$ cat config.mk
export PLATFORM = sky130hd
export DESIGN_NAME = seq_sub256bits
export DESIGN_NICKNAME = d
export VERILOG_FILES = /design/src/rtl/seq_sub256bits.sv
export SDC_FILE = /design/constraint.sdc
export NUM_CORES = 2
export LEC_CHECK = 0
export BUFFER_PORTS_ARGS = -buffer_cell sky130_fd_sc_hd__buf_2
export CAP_MARGIN = 20
export CORE_UTILIZATION = 23
export DETAILED_ROUTE_END_ITERATION = 10
export MAX_ROUTING_LAYER = met4
export PLACE_DENSITY_LB_ADDON = 0.1
export SYNTH_ARGS = -nofsm -noshare
export SYNTH_HDL_FRONTEND = slang
export SYNTH_SLANG_ARGS = --single-unit
$ cat constraint.sdc
create_clock -name clk -period 13.2 [get_ports clk]
set_input_delay 2.64 -clock clk [delete_from_list [all_inputs] [get_ports clk]]
set_output_delay 2.64 -clock clk [all_outputs]
set_load 0.03 [all_outputs]
$ cat src/rtl/seq_sub256bits.sv
// Multi-cycle n-bit subtractor computing d = a - b - bin one m-bit chunk per cycle.
// Optional zero/overflow flags are compiled in when SEQ_SUB_FLAGS_EN is defined.
module seq_sub256bits #(
    parameter int n = 256,
    parameter int m = 64
) (
    input  logic         clk,
    input  logic         rstn,
    input  logic         in_valid,
    output logic         in_ready,
    input  logic         bin,
    input  logic [n-1:0] a,
    input  logic [n-1:0] b,
    output logic [n-1:0] d,
    output logic         bout,
    output logic         out_valid,
    input  logic         out_ready
`ifdef SEQ_SUB_FLAGS_EN
    ,
    output logic         zf,
    output logic         ovf
`endif
);

    localparam int CHUNKS = n / m;
    localparam int IW     = (CHUNKS > 1) ? $clog2(CHUNKS) : 1;

    if ((n % m) != 0 || CHUNKS < 2) begin : g_bad_params
        $error("seq_sub256bits: n must be a multiple of m with n/m >= 2");
    end

    typedef enum logic [1:0] {
        IDLE,
        CALC,
        DONE
    } state_t;

    state_t        state, state_next;
    logic [IW-1:0] idx;
    logic          carry;
    logic          ready_en;
    logic [n-1:0]  a_q;
    logic [n-1:0]  b_q;

    logic          accept;
    logic          last_chunk;
    int            base;
    logic [m-1:0]  a_chunk;
    logic [m-1:0]  b_chunk;
    logic [m:0]    chunk_sum;

    // ------------------------------------------------------------------
    // State register
    // ------------------------------------------------------------------
    // NOTE: sequential state uses non-blocking (<=) so every flop samples
    // pre-edge values; blocking here would create order-dependent races.
    always_ff @(posedge clk or negedge rstn) begin
        if (!rstn) begin
            state <= IDLE;
        end else begin
            state <= state_next;
        end
    end

    // ------------------------------------------------------------------
    // Next-state logic
    // ------------------------------------------------------------------
    // NOTE: the default assignment at the top keeps every path assigned,
    // which is what prevents a latch from being inferred.
    always_comb begin
        state_next = state;
        case (state)
            IDLE:    if (accept) state_next = CALC;
            CALC:    if (last_chunk) state_next = DONE;
            DONE:    if (out_ready) state_next = IDLE;
            default: state_next = IDLE;
        endcase
    end

    // ------------------------------------------------------------------
    // Outputs: in_ready is held low until the first edge after reset release
    // ------------------------------------------------------------------
    always_comb begin
        in_ready  = (state == IDLE) && ready_en;
        out_valid = (state == DONE);
    end

    assign accept     = in_ready && in_valid;
    assign last_chunk = (idx == IW'(CHUNKS - 1));

    // ------------------------------------------------------------------
    // Chunk adder: a_k + ~b_k + carry, carry seeded with ~bin
    // ------------------------------------------------------------------
    always_comb begin
        base      = int'(idx) * m;
        a_chunk   = a_q[base +: m];
        b_chunk   = b_q[base +: m];
        chunk_sum = {1'b0, a_chunk} + {1'b0, ~b_chunk} + {{m{1'b0}}, carry};
    end

    always_ff @(posedge clk or negedge rstn) begin
        if (!rstn) begin
            ready_en <= 1'b0;
        end else begin
            ready_en <= 1'b1;
        end
    end

    always_ff @(posedge clk or negedge rstn) begin
        if (!rstn) begin
            idx   <= '0;
            carry <= 1'b0;
            a_q   <= '0;
            b_q   <= '0;
            d     <= '0;
            bout  <= 1'b0;
        end else begin
            case (state)
                IDLE: begin
                    if (accept) begin
                        a_q   <= a;
                        b_q   <= b;
                        carry <= ~bin;
                        idx   <= '0;
                    end
                end
                CALC: begin
                    d[base +: m] <= chunk_sum[m-1:0];
                    carry        <= chunk_sum[m];
                    if (last_chunk) begin
                        bout <= ~chunk_sum[m];
                        idx  <= '0;
                    end else begin
                        idx  <= idx + 1'b1;
                    end
                end
                default: ;
            endcase
        end
    end

`ifdef SEQ_SUB_FLAGS_EN
    // Zero detection accumulates per chunk so the full-width compare is never needed.
    logic zero_acc;

    always_ff @(posedge clk or negedge rstn) begin
        if (!rstn) begin
            zero_acc <= 1'b0;
            zf       <= 1'b0;
            ovf      <= 1'b0;
        end else begin
            case (state)
                IDLE: begin
                    if (accept) zero_acc <= 1'b1;
                end
                CALC: begin
                    zero_acc <= zero_acc && (chunk_sum[m-1:0] == '0);
                    if (last_chunk) begin
                        zf  <= zero_acc && (chunk_sum[m-1:0] == '0);
                        // Overflow when a and ~b share a sign but the result sign differs.
                        ovf <= (a_q[n-1] == ~b_q[n-1]) && (chunk_sum[m-1] != a_q[n-1]);
                    end
                end
                default: ;
            endcase
        end
    end
`endif

endmodule

==> flow_metrics.py <==
metrics = {
    "die": {
        "dieArea_um2": 157000,
        "die_x_um": 397,
        "core-area_um2": 154000,
        "row_count": 144,
        "die_y_um": 397,
        "start_util": 0.232,
        "io_pins": 776,
    },
    "route": {
        "vias": 29300,
        "drt_iter0_markers": 1885,
        "dr.pass1.iters": 9,
        "drt-total-wl_um": 152000,
        "drt-wirelength-per-cell_um": 23.4,
        "via_per_inst": 4.51,
        "remaining_drc_errors": 200,
        "ant_nets": 0,
    },
    "worst_setup_path": {
        "end_kind": "register",
        "reg2reg_setup_slack_ps": 7510,
        "path_depth": 12,
        "critPathMaxFanout": 43,
        "slowest_stage": "dfrtp_4",
        "r2r_end": "d[62]$_DFFE_PN0P_",
        "cp_top_family": "compound AO/OA/AOI/OAI gates",
        "start_kind": "register",
        "cp.arrival_ps": 6240,
        "critPathKind": "reg -> reg",
        "setup.worst_path.end": "d[62]$_DFFE_PN0P_",
        "cp_cell_sequence": "buf_4, mux4_2, ha_1, a211oi_1, o21ai_0, a22oi_1, nor2_1, a21oi_1, o32ai_1, or4_1, nand4_1, o21ai_0",
        "rr_worst_depth": 12,
        "crit_path_frequent_cell": "o21ai_0",
        "r2r-start": "idx[0]$_DFFE_PN0P_",
        "required_ps": 13750,
        "startpoint": "idx[0]$_DFFE_PN0P_",
        "slowest_delay_ps": 810,
        "crit_buf_inv": 1,
    },
    "clock_tree": {
        "cts_root_buffer": "clkbuf_16",
        "h-tree-depth": 3,
        "numCtsBuffers": 97,
        "cts_hold_buf": 0,
        "insertion_delay_ps": 710,
        "postCtsResizedCells": 0,
        "cts_max_path_buffers": 3,
        "cts.sinks": 775,
        "cts_tree": "done",
        "cts_setup_buffers": 0,
        "cts.clk_slew.worst_paths_ps": 60,
    },
    "synth": {
        "yosysMostFrequentCell": "nand2_1",
        "ys.flop_type": "dfrtp_1",
        "postSynthAreaPerCell_um2": 9.73,
        "synth_area_leaders": "dfrtp_1 54%, nand2_1 17%, mux4_2 8.1%",
        "synth_top_area_cell": "dfrtp_1",
        "synth_edf_count": 0,
        "yosysSeqAreaShare": 0.542,
        "yosysWarnings": 0,
        "synthArstFlopShare": 1.00,
        "netlist_top_cells_count": "1640 x nand2_1, 775 x dfrtp_1, 220 x a22o_1",
        "synth_top_cell_area_share": 0.542,
        "yosys.cell_types.count": 73,
        "synth_nets": 4270,
        "synth_seq_cells": 775,
        "synthCells": 3682,
        "syn-cell-area_um2": 35800,
    },
    "place": {
        "place_ws_ps": 7400,
        "gp_congestion": 0.829,
        "place_area_um2": 41800,
        "portBuffers": 775,
        "dp_hpwl_um": 113000,
    },
    "cells_and_area": {
        "fin_nets": 4945,
        "layout-drive-gt1-share": 0.252,
        "fillers": 16600,
        "post-route-cell-area_um2": 45100,
        "area_growth_pct": 25.8,
    },
    "sta": {
        "slew_headroom": 0.286,
        "max_freq_mhz": 176,
        "hold_viol_final": 0,
        "rsz0062_at_grt": "no",
        "period_minus_slack_ps": 5690,
        "worst_pin_slew_ps": 1060,
        "clock_skew_ps": 32.6,
        "tns_ps": 0,
        "finalCritPeriodShare": 0.431,
        "fin_hold_ws_ps": 470,
        "setup_viol": 0,
        "finalWorstSetupSlack_ps": 7510,
        "final_max_slew_viol_count": 0,
    },
    "global_routing": {
        "grt_pass1_wl_um": 220000,
        "antenna_found_initial": 43,
        "grt.overflow.total": 0,
        "grt_max_degree": 164,
        "grt_pass1_vias": 30300,
        "grt_use_total": 0.197,
    },
    "flow_run": {
        "maxCapViolCount": 0,
    },
    "run_status": {
        "violations": "DRC",
        "status": "finished with violations",
    },
    "worst_hold_path": {
        "hp-class": "reg -> reg",
    },
}
[per-layer routing]
| layer | wire length, um | GRT usage |
|---|---|---|
| met1 | 74600 | 0.283 |
| met2 | 66400 | 0.287 |
| met3 | 7490 | 0.0288 |
| met4 | 3570 | 0.0516 |
| met5 | 0 | - |
[worst min-delay path by stage]
| stage | startpoint | to | depth (start not counted) |
|---|---|---|---|
| 2_1_floorplan | a_q[128]$_DFFE_PN0P_ | a_q[128]$_DFFE_PN0P_ | 2 |
| 3_3_place_gp | a_q[178]$_DFFE_PN0P_ | a_q[178]$_DFFE_PN0P_ | 2 |
| 3_5_place_dp | b_q[218]$_DFFE_PN0P_ | b_q[218]$_DFFE_PN0P_ | 2 |
| 4_1_cts | b_q[218]$_DFFE_PN0P_ | b_q[218]$_DFFE_PN0P_ | 2 |
| 5_1_grt | b_q[84]$_DFFE_PN0P_ | b_q[84]$_DFFE_PN0P_ | 2 |
| 6_report | a_q[177]$_DFFE_PN0P_ | a_q[177]$_DFFE_PN0P_ | 2 |
[worst register-to-register path, stage by stage (launching register included)]
cell	delay (ps)
dfrtp_4	810
buf_4	820
mux4_2	670
ha_1	390
a211oi_1	320
o21ai_0	170
a22oi_1	370
nor2_1	70
a21oi_1	760
o32ai_1	380
or4_1	490
nand4_1	200
o21ai_0	110
[registers in the layout (all words and copies together) (netlist names)]
name / cells
ready_en: 1
b_q: 256
bout: 1
idx: 2
d: 256
state: 2
carry: 1
a_q: 256
[cell usage in the layout, fill, tap and decap left out, drive strengths merged, types with 7 or more instances in the layout]
cell type	instances
diode	24
nand2b	7
a211oi	10
xnor2	35
nand2	1640
and3	11
nor3	16
a21o	28
o21ai	90
a22o	220
nand4	30
a21oi	73
clkinv	17
o211ai	7
buf	813
a221o	8
o21bai	14
inv	89
dfrtp	775
o21a	7
mux4	128
ha	69
and2	8
nor2	60
xor2	17
a31oi	11
nand3	15
clkbuf	151
[layout make-up]
type | count | area, um2 | share of cell area
clock inverter | 30 | 370 | 0.00822
antenna | 24 | 60.1 | 0.00133
tap | 2044 | 2560 | 0.0568
inverter | 86 | 323 | 0.00716
sequential | 775 | 19400 | 0.431
clock buffer | 151 | 2860 | 0.0635
multi-input combinational | 2584 | 15300 | 0.338
timing repair buffer | 813 | 4240 | 0.0940
[kinds of logic (layout without fill, tap and decap cells)]
group | count (synthesis) | count (layout) | synth area share
simple gates | 1812 | 1812 | 0.197
other cells | 1 | 25 | 0.000105
compound gates | 515 | 515 | 0.107
mux | 133 | 133 | 0.0820
xor+xnor | 52 | 52 | 0.0127
buf+inv | 323 | 1080 | 0.0342
fa+ha+maj | 71 | 71 | 0.0252
flops | 775 | 775 | 0.542
[stage by stage]
step           utilization  cells
2_1_floorplan            -   3682
3_3_place_gp         0.271   6301
3_5_place_dp         0.271   6301
4_1_cts              0.292   6482
5_1_grt              0.292   6500
6_report             0.292   6507
Power is not shown: default switching activity piles up to over one toggle a cycle in this logic, so the estimate is an artifact.
